`config.mk`:
```
export PLATFORM = sky130hd
export DESIGN_NAME = serial_adder
export DESIGN_NICKNAME = d
export VERILOG_FILES = /design/src/rtl/serial_adder.sv
export SDC_FILE = /design/constraint.sdc
export NUM_CORES = 1
export LEC_CHECK = 0
export CAP_MARGIN = 20
export CELL_PAD_IN_SITES_DETAIL_PLACEMENT = 0
export CELL_PAD_IN_SITES_GLOBAL_PLACEMENT = 1
export CORE_MARGIN = 2
export CORE_UTILIZATION = 30
export CTS_CLUSTER_SIZE = 30
export DETAILED_ROUTE_END_ITERATION = 7
export PLACE_DENSITY = 0.71
export SYNTH_ARGS = -nofsm -noshare
export SYNTH_HDL_FRONTEND = slang
export SYNTH_SLANG_ARGS = --single-unit
```
`constraint.sdc`:
```
create_clock -name clk -period 4.5 [get_ports clk]
set_clock_uncertainty 0.15 [all_clocks]
set_input_delay 0.9 -clock clk [delete_from_list [all_inputs] [get_ports clk]]
set_output_delay 0.9 -clock clk [all_outputs]
set_load 0.01 [all_outputs]
```
`src/rtl/serial_adder.sv`:
```
// Bit-serial adder/subtractor: one full-adder cell and a carry flip-flop process
// WIDTH-bit operands LSB first, with a start/busy/done handshake and registered results.
module serial_adder #(
  parameter int unsigned WIDTH = 8
) (
  input  logic             clk,
  input  logic             rst,
  input  logic             start,
  input  logic             sub,
  input  logic [WIDTH-1:0] a,
  input  logic [WIDTH-1:0] b,
  input  logic             cin,
  output logic             busy,
  output logic             done,
  output logic [WIDTH-1:0] sum,
  output logic             c_out,
  output logic             ovf
);

  localparam int unsigned CW = $clog2(WIDTH) + 1;

  typedef enum logic [1:0] {
    IDLE = 2'd0,
    RUN  = 2'd1,
    DONE = 2'd2
  } state_t;

  state_t           state_q;
  logic [WIDTH-1:0] a_q;
  logic [WIDTH-1:0] b_q;
  logic [WIDTH-1:0] res_q;
  logic             carry_q;
  logic [CW-1:0]    cnt_q;

  logic             fa_s;
  logic             fa_c;
  logic             last_bit;
  logic [WIDTH-1:0] res_d;

  // Full-adder cell on the current LSBs; the result register fills from the MSB side.
  always_comb begin
    fa_s     = a_q[0] ^ b_q[0] ^ carry_q;
    fa_c     = (a_q[0] & b_q[0]) | (carry_q & (a_q[0] ^ b_q[0]));
    last_bit = (cnt_q == CW'(WIDTH - 1));
    res_d    = WIDTH'({fa_s, res_q} >> 1);
  end

  always_ff @(posedge clk) begin
    if (rst) begin
      state_q <= IDLE;
      a_q     <= '0;
      b_q     <= '0;
      res_q   <= '0;
      carry_q <= 1'b0;
      cnt_q   <= '0;
      busy    <= 1'b0;
      done    <= 1'b0;
      sum     <= '0;
      c_out   <= 1'b0;
      ovf     <= 1'b0;
    end else begin
      case (state_q)
        IDLE: begin
          done <= 1'b0;
          if (start) begin
            // Subtraction is a + ~b + 1, so the +1 rides in on the carry flop.
            a_q     <= a;
            b_q     <= sub ? ~b : b;
            carry_q <= sub ? 1'b1 : cin;
            cnt_q   <= '0;
            busy    <= 1'b1;
            state_q <= RUN;
          end
        end
        RUN: begin
          res_q   <= res_d;
          carry_q <= fa_c;
          a_q     <= a_q >> 1;
          b_q     <= b_q >> 1;
          cnt_q   <= cnt_q + CW'(1);
          if (last_bit) begin
            // carry_q here is the carry into the MSB, needed for signed overflow.
            sum     <= res_d;
            c_out   <= fa_c;
            ovf     <= carry_q ^ fa_c;
            busy    <= 1'b0;
            done    <= 1'b1;
            state_q <= DONE;
          end
        end
        DONE: begin
          done    <= 1'b0;
          state_q <= IDLE;
        end
        default: begin
          busy    <= 1'b0;
          done    <= 1'b0;
          state_q <= IDLE;
        end
      endcase
    end
  end

endmodule

```
=== Word level (Yosys, flattened, before mapping) ===
Cells that the tools add are included.

* Bits in registers: 43
* Bits of input ports: 21
* Output and inout port bits: 12
* Logic and storage cells: 49

* $add $sub $neg: 1
* Equal/unequal tests: 5
* Multiplexer cells: 16
* Bitwise operators: 9
* Reductions and logical operators: 7

{| class="wikitable"
|+ Operators by type and width
! cell !! count
|-
| case mux 8 bit (2 select lines) || 2
|-
| two-way mux 8 bit || 3
|-
| NOT 8 bit || 1
|-
| case mux 4 bit (2 select lines) || 1
|-
| AND reduction 2 bit || 3
|-
| adder 4 x 1 -> 4 bit (second input constant) || 1
|-
| == test 4 x 3 -> 1 bit (second input constant) || 1
|-
| two-way mux 1 bit || 4
|-
| two-way mux 2 bit || 2
|-
| two-way mux 4 bit || 1
|-
| != test 2 bit (second input constant) || 2
|-
| case mux 2 bit (2 select lines) || 1
|-
| case mux 1 bit (3 select lines) || 1
|-
| AND reduction 3 bit || 1
|-
| XOR 1 bit || 3
|-
| bitwise AND 1 bit || 2
|-
| == test 2 x 1 -> 1 bit (second input constant) || 1
|-
| == test 2 bit (second input constant) || 1
|-
| zero test 2 bit || 1
|-
| NOT 1 bit || 2
|-
| case mux 1 bit (2 select lines) || 1
|-
| nonzero test 2 bit || 1
|-
| OR reduction 2 bit || 1
|-
| OR 1 bit || 1
|}

=== Depth between registers and ports, before layout ===
Gate-level depths: netlist (run 1).

* Word-level depth: 4
* Mapped depth: 6
* Depth with buffers taken out: 4

=== Worst setup path after synthesis (run 1) ===
OpenSTA, ideal clock, no wires.

* Path kind: input -> register
* From: in rst
* To: reg b_q[0]
* Setup time: 0.059 ns
* Arrival time: 1.688 ns
* Required time: 4.291 ns
* Setup slack: 2.602 ns
* Stages on the path: 4
* Path buffers: 1
* Path through: or4b_4 > buf_6 > nor2_1 > a221o_1

{| class="wikitable"
|+ RTL lines
! item !! line !! source
|-
| start, declared || 7 || <nowiki>input logic rst,</nowiki>
|-
| end signal, assigned || 68 || <nowiki>b_q <= sub ? ~b : b;</nowiki>
|-
| end signal, assigned || 79 || <nowiki>b_q <= b_q >> 1;</nowiki>
|-
| end, declared || 30 || <nowiki>logic [WIDTH-1:0] b_q;</nowiki>
|}

==> results of run 1 <==
[worst max-delay path, cell delays in order]
cell	delay, ps
clkdlybuf4s50_1	630
buf_4	320
or4_1	470
o311ai_0	110
[kinds of logic (layout without fill, tap and decap cells)]
logic type	Yosys count	in the layout
DFF	42	42
buffers and inverters	17	44
adders and majority gates	2	2
xor gates and xnor gates	10	10
AOI/OAI and AO/OA	70	70
and+or+nand+nor	55	55
[layout by cell type, fill, tap and decap left out, drive strengths merged]
master         netlist  final
or4                  1      1
clkinvlp             0      1
a21oi               32     32
o21ba                1      1
nor2                14     14
o311ai               1      1
nor3b                1      1
nand2               22     22
or4b                 1      1
o21a                 1      1
clkinv               0      2
xor2                 1      1
and3b                1      1
o211a                1      1
nor2b                1      1
inv                  2      2
nand2b               1      1
a211oi               2      2
o21ai               18     18
a311oi               1      1
xnor2                9      9
a221o                7      7
fa                   1      1
buf                 14      2
o21bai               1      1
dfxtp               42     42
a22o                 2      2
a22oi                3      3
clkbuf               1      5
nand3               10     10
clkdlybuf4s50        0     32
nand3b               1      1
nor3                 2      2
ha                   1      1
[layout make-up]
type	count	area, um^2	share of cell area [%]
clock buffer	5	68.8	3.17
clock inverter	3	21.3	0.980
inverter	2	7.51	0.346
multi-input combinational	137	806	37.1
sequential	42	841	38.8
tap	72	90.1	4.15
timing repair buffer	34	335	15.5
[synthesized netlist by cell type]
master / number / area, um^2
nor2_1: 12 / 45.0
a21oi_1: 32 / 160
o21ai_0: 18 / 90.1
a22oi_1: 3 / 22.5
buf_6: 2 / 22.5
nor3_1: 2 / 10.0
inv_1: 2 / 7.51
o21bai_1: 1 / 7.51
dfxtp_1: 42 / 841
nand3_1: 10 / 50.1
buf_2: 8 / 40.0
a211oi_1: 2 / 15.0
a311oi_1: 1 / 8.76
or4_1: 1 / 7.51
a22o_1: 2 / 17.5
o21a_1: 1 / 7.51
and3b_1: 1 / 8.76
buf_1: 4 / 15.0
nand2_1: 22 / 82.6
xnor2_1: 9 / 78.8
xor2_1: 1 / 8.76
nand3b_1: 1 / 7.51
o211a_1: 1 / 10.0
nand2b_1: 1 / 6.26
ha_1: 1 / 12.5
a221o_1: 7 / 70.1
nor2_2: 2 / 12.5
clkbuf_1: 1 / 3.75
fa_1: 1 / 20.0
o311ai_0: 1 / 8.76
o21ba_2: 1 / 10.0
nor2b_1: 1 / 6.26
nor3b_1: 1 / 7.51
or4b_4: 1 / 13.8
[worst min-delay path by stage]
stage	from	endpoint	slack [ps]	depth (start not counted)
final	res_q[1]	res_q[1]	310	2
after global routing	res_q[1]	sum[0]	350	2
after CTS	res_q[1]	res_q[1]	320	2
after detailed placement	res_q[1]	res_q[1]	300	2
after global placement	res_q[1]	res_q[1]	290	2
after floorplan	res_q[1]	res_q[1]	290	2
[power by group through the flow]
stage / combinational, mW / clock, mW / sequential (mW)
after floorplan: 0.0573 / 0 / 0.405
final: 0.0851 / 0.241 / 0.399
after global routing: 0.0956 / 0.269 / 0.402
after CTS: 0.0865 / 0.254 / 0.399
after global placement: 0.0854 / 0 / 0.408
after detailed placement: 0.0863 / 0 / 0.408
[metal layers]
layer | global-route usage (%) | wire, um
met2 | 18.9 | 1610
met5 | 0 | 0
met4 | 5.08 | 70
met1 | 16.3 | 1800
met3 | 4.27 | 164
[metrics by stage]
stage,power (mW),util [%]
floorplan,0.462,-
global placement,0.494,37.5
detailed placement,0.494,37.5
CTS,0.740,39.2
global route,0.767,39.2
finish,0.725,39.2
[state kept, by name (all words and copies together), names as in the netlist]
register / cells
carry_q: 1
res_q: 7
b_q: 8
busy: 1
done: 1
a_q: 8
sum: 8
c_out: 1
cnt_q: 4
state_q: 2
ovf: 1
==> reports/metrics.yaml, run 1 <==
grt_max_degree: 29
drv_slew: 0
pre_cts_ws_ps: 1770
nets: 245
path_class: "in2reg"
grt_pass1_wl_um: 6240
die_area_mm2: 0.00641
clkTransAtPathRegs_ps: 80
p_sw_mw: 0.186
die_h_um: 80.1
cts_tree: "yes"
n_fill_cell: 601
clk_latency_ps: 300
rr_startpoint: "state_q[1]"
dpl_cell_area_mm2: 0.00208
cts_resized: 0
synth-xor-area-share_pct: 5.05
synth_compound_area_share_pct: 24.7
drcViolationCount: 0
p_clk_share_pct: 33.2
synth_top_family_by_area: "compound AO/OA/AOI/OAI gates"
first_pass_iters: 4
cp-start-kind: "input pin"
grt_setup_unrepaired: "false"
hold_buffers: 0
post-route-period-util_pct: 53.6
syn_avg_cell_area_um2: 8.85
antenna_left: 0
crit_arrival_ps: 2440
ys_warn_count: 0
start_util_pct: 31.3
critPathMaxFanout: 21
maxSlewHeadroom_pct: 34.3
cts_max_path_buffers: 2
setup_ws_ps: 2090
routedWlPerCell_um: 12.3
syn_inst: 196
synth_nets: 219
synth_mux_area_share_pct: 0
numPortBuffers: 32
r2r-end: "b_q[6]"
instances_no_fill: 295
gp_congestion: 0.744
power.density_mw_per_mm2: 334
ios: 33
dp.cells: 287
clock-sinks: 42
fmax_mhz: 415
hpwl_um: 2370
ys_types: 34
crit_start: "rst"
crit_required_ps: 4530
yosys.area_share.simple_pct: 14.9
routed_wl_um: 3640
vias_per_cell: 4.96
status: "complete, no violations"
swShare_pct: 25.7
seq_area_frac_synth_pct: 48.4
num_antenna_cells: 0
syn_area_mm2: 0.00174
htree_levels: 2
die_w_um: 80.1
vdd_ir_drop_max_mv: 0.183
seqPwrFrac_pct: 55.1
hold_viol_final: 0
setup_viol: 0
grt_pass1_vias: 1344
ys_seq_elements: 42
min_path_type: "reg2reg"
drtIter0Drc: 84
leakage_nw: 0.761
comb_power_share_pct: 11.7
ff2ff_path_depth: 3
fin_tns_setup_ps: 0
antenna_found_initial: 0
cts_setup_buffers: 0
grt_overflow: 0
root_buffer: "clkbuf_8"
holdWs_ps: 312
drv_cap: 0
grt_usage_pct: 12.5
r2r_slack_ps: 2320
syn2layout_area_growth_pct: 25.0
worst_pin_slew_ps: 985
core_mm2: 0.00554
synth_fa_ha_area_share_pct: 1.87
critPathCapture: "busy"
p_int_mw: 0.539
crit_path_end_kind: "flip-flop"
finalInstanceArea_mm2: 0.00217
min_period_ps: 2410
cts_made_buffers: 5
drive_above_1_share_pct: 6.28
fp-row-count: 27
vias: 1462
Power figures use the tool's default switching activity.
==> run 2, diff against run 1 <==
Clock period 4.5 ns to 2.5 ns, I/O delays scaled along.
==> run 2 against run 1 <==
Effect of this change:
- wire length increased by 3.5%
- die area unchanged
- utilization rose by 0.81 points
- critical path type unchanged
- sequential cell count stayed put
- global-route usage is 0.065 points lower
- first-iteration DRC count rose by 9.5%
==> reports/metrics.yaml, run 2 (same netlist as run 1, synthesis figures left out) <==
hpwl_um: 2530  # was 2370 um
hold_path_startpoint: "res_q[1]"  # unchanged
antenna_left: 0  # unchanged
dp.cells: 290  # was 287
p_sw_mw: 0.318  # was 0.186 mW
reg.largest.list: "a_q x8, b_q x8, sum x8"  # unchanged
status: "complete, no violations"  # unchanged
post-route-period-util_pct: 75.0
critPathMaxFanout: 11  # was 21
maxSlewHeadroom_pct: 45.5  # was 34.3%
grt_overflow: 0  # unchanged
vias_per_cell: 4.86  # was 4.96
routed_wl_um: 3770  # was 3640 um
p_clk_share_pct: 38.0  # was 33.2%
fp-row-count: 27  # unchanged
crit_start: "start"  # was rst
cts_max_path_buffers: 2  # unchanged
layout_common_cells: "42 x dfxtp_1, 32 x a21oi_1, 32 x clkdlybuf4s50_1, 22 x nand2_1, 18 x o21ai_0"  # unchanged
grt_max_degree: 24  # was 29
drv_slew: 0  # unchanged
hold_viol_final: 0  # unchanged
worst_pin_slew_ps: 815  # was 985 ps
slowest_stage: "o21bai_1"  # was clkdlybuf4s50_1
cts_setup_buffers: 0  # unchanged
swShare_pct: 22.5  # was 25.7%
leakage_nw: 0.788  # was 0.761 nW
fmax_mhz: 533
drcViolationCount: 0  # unchanged
power.density_mw_per_mm2: 639  # was 334 mW/mm^2
num_antenna_cells: 0  # unchanged
grt_pass1_vias: 1315  # was 1344
min_path_type: "reg2reg"  # unchanged
crit_chain: "clkdlybuf4s50_1 -> o21bai_1 -> a22oi_1 -> nor2_1"  # was clkdlybuf4s50_1 -> buf_4 -> or4_1 -> o311ai_0
htree_levels: 2  # unchanged
first_pass_iters: 4  # unchanged
core_mm2: 0.00554  # unchanged
clk_latency_ps: 290  # was 300 ps
p_int_mw: 1.10  # was 0.539 mW
crit_required_ps: 2580  # was 4530 ps
comb_power_share_pct: 11.1  # was 11.7%
setup_viol: 0  # unchanged
hold_depth: 2  # unchanged
drtIter0Drc: 92  # was 84
crit_arrival_ps: 1950  # was 2440 ps
crit_path_end_kind: "flip-flop"  # unchanged
pre_cts_ws_ps: 344  # was 1770 ps
start_util_pct: 31.3  # unchanged
fin_tns_setup_ps: 0  # unchanged
instances_no_fill: 297  # was 295
setup_ws_ps: 624  # was 2090 ps
critPathBufInv: 1  # was 2
clock-sinks: 42  # unchanged
crit_cells: 4  # unchanged
drive_above_1_share_pct: 7.11  # was 6.28%
vias: 1443  # was 1462
rr_startpoint: "cnt_q[0]"  # was state_q[1]
cp-start-kind: "input pin"  # unchanged
vdd_ir_drop_max_mv: 0.246  # was 0.183 mV
clkTransAtPathRegs_ps: 70  # was 80 ps
cts_tree: "yes"  # unchanged
cts_made_buffers: 5  # unchanged
ff2ff_path_depth: 4  # was 3
grt_setup_unrepaired: "false"  # unchanged
ios: 33  # unchanged
slowest_delay_ps: 670  # was 630 ps
die_h_um: 80.1  # unchanged
hold_buffers: 0  # unchanged
numPortBuffers: 32  # unchanged
root_buffer: "clkbuf_8"  # unchanged
final_common_cell: "dfxtp_1"  # unchanged
grt_usage_pct: 12.5  # about the same
gp_congestion: 0.696  # was 0.744
nets: 248  # was 245
antenna_found_initial: 0  # unchanged
cts_resized: 0  # unchanged
die_area_mm2: 0.00641  # unchanged
drv_cap: 0  # unchanged
min_period_ps: 1880
syn2layout_area_growth_pct: 27.6  # was 25.0%
seqPwrFrac_pct: 50.9  # was 55.1%
grt_pass1_wl_um: 6180  # was 6240 um
crit_family: "compound AO/OA/AOI/OAI gates"  # was buffers and inverters
die_w_um: 80.1  # unchanged
path_class: "in2reg"  # unchanged
power_mw: 1.42  # was 0.725 mW
routedWlPerCell_um: 12.7  # was 12.3 um
==> run 2: through the flow <==
step                      util [%]  cell area (um^2)  hold slack, ps
final                         40.0              2210             308
after floorplan                  -              1740             287
after global routing          40.0              2210             334
after CTS                     40.0              2210             311
after detailed placement      37.9              2100             300
after global placement        37.9              2100             293
==> run 2: per-layer routing <==
metal | up-vias | GRT usage, % | share of wire (%)
li1 | 747 | - | -
met1 | 667 | 16.2 | 50
met2 | 27 | 19.3 | 46
met3 | 2 | 3.71 | 2.9
met4 | 0 | 5.08 | 0.90
met5 | - | 0 | 0
==> run 2: cell type report <==
type | count | area [um^2]
fillers | 583 | 3330
flip-flops and latches | 42 | 841
multi-input cells | 137 | 806
repair buffers | 37 | 358
well taps | 72 | 90.1
clock buffers | 6 | 82.6
clock inverters | 1 | 30.0
inverters | 2 | 7.51
==> run 2: worst paths after layout <==
| kind | slack (ps) | endpoint |
|---|---|---|
| hold reg to reg | 310 | res_q[1] |
| setup / recovery | 620 | b_q[7] |
| setup reg to reg | 710 | ovf |
| hold / removal | 310 | res_q[1] |
==> run 2: worst reg2reg max path: cells and delay by family, from the launching register on <==
family | cells | cell delay, ps
AO/OA/AOI/OAI | 2 | 390
AND/OR/NAND/NOR | 1 | 540
flip-flops | 1 | 390
adder cells (fa/ha/maj) | 1 | 230
==> run 2: power groups by stage <==
stage | combinational, mW | clock [mW] | sequential, mW
final | 0.158 | 0.538 | 0.720
after global routing | 0.176 | 0.583 | 0.723
after CTS | 0.160 | 0.563 | 0.720
after detailed placement | 0.160 | 0 | 0.735
after global placement | 0.159 | 0 | 0.735
after floorplan | 0.103 | 0 | 0.729
